**src/rtl/demux1n_stream.sv**
```systemverilog
// Registered 1:N stream demultiplexer: each accepted word lands in a one-deep
// register on the channel picked by s (MODE 0) or a round-robin pointer (MODE 1).
module demux1n_stream #(
  parameter int DW   = 8,
  parameter int SW   = 2,
  parameter int MODE = 0
) (
  input  logic                    clk,
  input  logic                    rst,
  input  logic [DW-1:0]           i,
  input  logic                    i_valid,
  output logic                    i_ready,
  input  logic [SW-1:0]           s,
  output logic [(2**SW)*DW-1:0]   y,
  output logic [2**SW-1:0]        y_valid,
  input  logic [2**SW-1:0]        y_ready,
  output logic [SW-1:0]           tgt
);

  localparam int N = 2**SW;

  // Handshake: a word moves on a port in every cycle where its valid and ready
  // are both high at the rising edge; valid never depends on ready.
  logic [DW-1:0] r_d [N];
  logic [N-1:0]  r_v;
  logic [SW-1:0] r_rr;

  logic [SW-1:0] w_tgt;
  logic          w_accept;

  assign w_tgt    = (MODE == 1) ? r_rr : s;
  assign tgt      = w_tgt;
  assign i_ready  = ~r_v[w_tgt] | y_ready[w_tgt];
  assign w_accept = i_valid & i_ready;
  assign y_valid  = r_v;

  always_ff @(posedge clk or posedge rst) begin
    if (rst) begin
      r_v  <= '0;
      r_rr <= '0;
      for (int k = 0; k < N; k++) r_d[k] <= '0;
    end else begin
      for (int k = 0; k < N; k++) begin
        // Refill wins over drain so a same-cycle drain/refill leaves no bubble.
        if (w_accept && (w_tgt == SW'(k))) begin
          r_d[k] <= i;
          r_v[k] <= 1'b1;
        end else if (r_v[k] && y_ready[k]) begin
          r_v[k] <= 1'b0;
        end
      end
      if ((MODE == 1) && w_accept) r_rr <= r_rr + 1'b1;
    end
  end

  // Empty channels read as zero so stale data never leaks to a consumer.
  for (genvar g = 0; g < N; g++) begin : g_out
    assign y[g*DW +: DW] = r_v[g] ? r_d[g] : '0;
  end

endmodule

```
**config.mk**
```make
export PLATFORM = sky130hd
export DESIGN_NAME = demux1n_stream
export DESIGN_NICKNAME = d
export VERILOG_FILES = /design/src/rtl/demux1n_stream.sv
export SDC_FILE = /design/constraint.sdc
export NUM_CORES = 1
export LEC_CHECK = 0
export ABC_AREA = 1
export CAP_MARGIN = 10
export CORE_UTILIZATION = 35
export DETAILED_ROUTE_END_ITERATION = 7
export HOLD_SLACK_MARGIN = 0.08
export MAX_ROUTING_LAYER = met4
export PLACE_DENSITY = 0.72
export SYNTH_ARGS = -nofsm -noshare
export SYNTH_HDL_FRONTEND = slang
export SYNTH_SLANG_ARGS = --single-unit
```
**constraint.sdc**
```tcl
create_clock -name clk -period 1.4 [get_ports clk]
set_clock_uncertainty 0.15 [all_clocks]
set_input_delay 0.28 -clock clk [delete_from_list [all_inputs] [get_ports clk]]
set_output_delay 0.28 -clock clk [all_outputs]
set_load 0.005 [all_outputs]
```
==> summary.md <==
| Metric | Value |
|---|---|
| GR Overflow Total | 0 |
| Complex-gate fraction of the synthesized area | between 1 and 1.5% |
| Ports | 56 |
| Part of the power in registers | roughly 44% |
| Internal power | around 2.2 mW |
| Synth Warn # | 0 |
| Final setup viols | 73 |
| Largest net degree at the start of global routing | 37 |
| CP arrival | around 1.3 ns |
| Clock Sinks | 36 |
| Core footprint | 5510 sq um |
| LEAKAGE | roughly 2.0 nW |
| End-of-flow core utilization | between 60% and 70% |
| Post-route minimum period | about 1.7 ns |
| Die area | 6000 sq um |
| Final hold violations | 0 |
| Initial Util | a little over a third |
| PwrDens | 925 nW/um^2 |
| R2R cell count | 11 |
| Area leader, netlist | dfrtp_1 |
| CTS tree | built |
| Clock transition at the registers of the reported paths | about 0.07 ns |
| #FFs+latches synth | 36 |
| Status | finished, violations left |
| Critical path capture point | i_ready |
| Max-Cap Viols | 0 |
| Setup ws final | -0.311 ns |
| CTS Hold Buffers Added | 0 |
| Tot GR Track Use | 23.5% |
| WL per Instance | between 15 and 20 um |
| Reg-to-reg slack, setup | -0.28 ns |
| Setup crit start | y_valid[2]$_DFFE_PP0P_ |
| Slew Viols, Final | 0 |
| Hold WS | roughly 0.18 ns |
| Failing checks | negative setup slack |
| Post-synthesis sequential area ratio | between 40 and 50% |
| Num CTS Buffers | 5 |
| Least-Margin Pin Slew | around 0.35 ns |
| Clock root buffer | clkbuf_8 |
| # rows | 27 |
| Final net count | between 300 and 400 |
| DR iter-0 viols | between 100 and 150 |
| Depth of the CTS H-tree | 2 |
| Sw Pwr | 1.08 mW |
| Switching power share of the total | about 33% |
| Adder-cell share of the synthesized area | 0% |
| Worst-Skew Late Latency | 0.29 ns |
| Port bufs | 55 |
| Post-Synth Simple-Gate Area | between 30% and 40% |
| 1st-pass router iterations | 4 |
| Vias in the first global route | roughly 2100 |
| Yosys top cell area share | 45.2% |
| Post-route antenna net violation count | 0 |
| CTS max path bufs | 2 |
| Synth Area in XOR/XNOR | 0% |
| Routability cong. | between 0.8 and 0.9 |
| Initial antenna violation count | 0 |
| DPL Wire Length | between 3000 and 4000 um |
| Vias | between 2000 and 2500 |
| CP Max Fanout | 3 |
| Top post-synthesis cells by area | dfrtp_1 (45%), nand2_1 (19%), nand4_1 (10%), inv_1 (7.0%), nand3_4 (3.5%) |
| Reg2reg start | y_valid[2]$_DFFE_PP0P_ |
| Fillcell total | ~440 |
| Hold crit path type | in2async |
| First-pass GRT wire length | between 10000 and 15000 um |
| Die Wd | 77.4 um |
| Layout Cells excl Fill | 432 |
| Largest family of logic cells by synthesized area | simple AND/OR/NAND/NOR gates |
| Slew headroom | between 70% and 80% |
| Vias/cell | roughly 4.9 |
| Die height | ~77 um |
| Clock power frac | roughly a fifth |
| DRC violation count after routing | 0 |
| Ant. Diodes | 0 |
| Mux contribution to synthesized area | 0% |
| WP data required | between 0.9 and 1 ns |
| Cell Area, Synth | roughly 2000 sq um |
| Post-placement cell count | 388 |
| Layout area overhead | 75.6% |
| CP Launch Type | flip-flop |
| Synth unique cells | 22 |
| RR Endpoint | r_d[19]$_DFFE_PP0P_ |
| RSZ-0062 raised after global routing | true |
| Avg Inst Size Synth | about 8.0 sq um |
| Power Total | between 3 and 4 mW |
| Comb power frac | ~34% |
| Layout cells sized above 1 | between 50% and 60% |
| CP Class | reg2out |
| CP endpoint kind | output pin |
| Fmax | 584 MHz |
| Peak VDD IR | approximately 0.45 mV |
| Synth Net Count | approximately 270 |
| Tcrit/Tclk final | 122% |
| Routed WL | 6600 um |
| Synthesized instance count | 248 |
-- final cells by class --
cell class                      count  area (sq um)  share of cell area (%)
Clock buffer                        6          72.6                    2.07
Clock inverter                      1          5.00                   0.143
Sequential cell                    36           902                    25.8
Multi-Input combinational cell    161          1120                    32.0
Tap cell                           72          90.1                    2.58
Inverter                           40           153                    4.36
Timing Repair Buffer              116          1150                    33.0
-- worst min-delay path by stage --
stage | endpoint | slack, ns | cells after the start
finish | r_d[14]$_DFFE_PP0P_ | 0.18 | 3
floorplan | y_valid[0]$_DFFE_PP0P_ | 0.21 | 1
global placement | r_d[14]$_DFFE_PP0P_ | 0.30 | 2
CTS | r_d[12]$_DFFE_PP0P_ | 0.20 | 3
global route | r_d[14]$_DFFE_PP0P_ | 0.22 | 3
detailed placement | r_d[21]$_DFFE_PP0P_ | 0.31 | 2
-- through the flow --
| step | area, sq um | TNS (ns) | setup slack [ns] |
|---|---|---|---|
| 2_1_floorplan | 2020 | -0.0328 | -0.0328 |
| 3_3_place_gp | 2760 | -32.40 | -0.774 |
| 3_5_place_dp | 2760 | -34.45 | -0.822 |
| 4_1_cts | 3290 | -14.29 | -0.292 |
| 5_1_grt | 3500 | -17.41 | -0.345 |
| 6_report | 3500 | -14.22 | -0.311 |
-- registers in the layout (all words and copies together), names as in the netlist --
name / count
r_d: 32
y_valid: 4
-- layer usage --
layer  routed length [um]  up-vias  GRT usage [%]
li1                     -     1010              -
met1                 2820     1033           29.4
met2                 3320       80           38.2
met3                  375        9           4.82
met4                   83        0           6.79
met5                    0        -              -
-- cells in the final DEF, fill, tap and decap left out, drive strengths merged --
cell / count
dfrtp: 36
buf: 99
dlygate4sd2: 1
o21ai: 4
clkinv: 2
inv: 39
nand4: 32
nand2: 110
nand3: 11
clkdlybuf4s50: 14
nor2: 4
clkbuf: 6
clkdlybuf4s15: 1
bufbuf: 1
-- critical path, cell delays in order, from the launching register on --
cell	delay, ns
dfrtp_1	0.43
buf_6	0.14
nand2_4	0.06
nand2_4	0.06
nand2_4	0.07
nand2_4	0.07
nand2_8	0.07
buf_6	0.09
-- power groups by stage --
stage / logic (mW) / registers (mW) / clock network [mW]
after floorplan: 0.428 / 1.33 / 0
after global placement: 0.732 / 1.35 / 0
after detailed placement: 0.753 / 1.36 / 0
after CTS: 0.985 / 1.38 / 0.709
after global routing: 1.20 / 1.46 / 0.748
final: 1.11 / 1.43 / 0.694
-- Yosys cell counts --
library cell,number
nor2_8,1
inv_1,37
clkinv_1,1
buf_4,3
o21ai_1,4
buf_12,1
inv_2,1
nand4_1,32
nand2_8,1
nand2_2,5
nand3_1,2
nand3_4,4
inv_4,1
nand2_1,103
nand3_2,1
nor2_4,2
nor2_2,1
buf_8,2
nand2_4,1
buf_6,2
buf_2,7
dfrtp_1,36
-- logic make-up (layout without fill, tap and decap cells) --
group / after synthesis / after routing
AND/OR/NAND/NOR: 153 / 157
AO/OA/AOI/OAI: 4 / 4
buffers and inverters: 55 / 163
flip-flops: 36 / 36
-- timing repair --
action,CTS,global route
pin swaps,27,13
resized for setup,247,74
setup buffers,25,5
endpoints found under the setup margin,75,74
gates cloned,12,0
(Power assumes the default switching activity.)
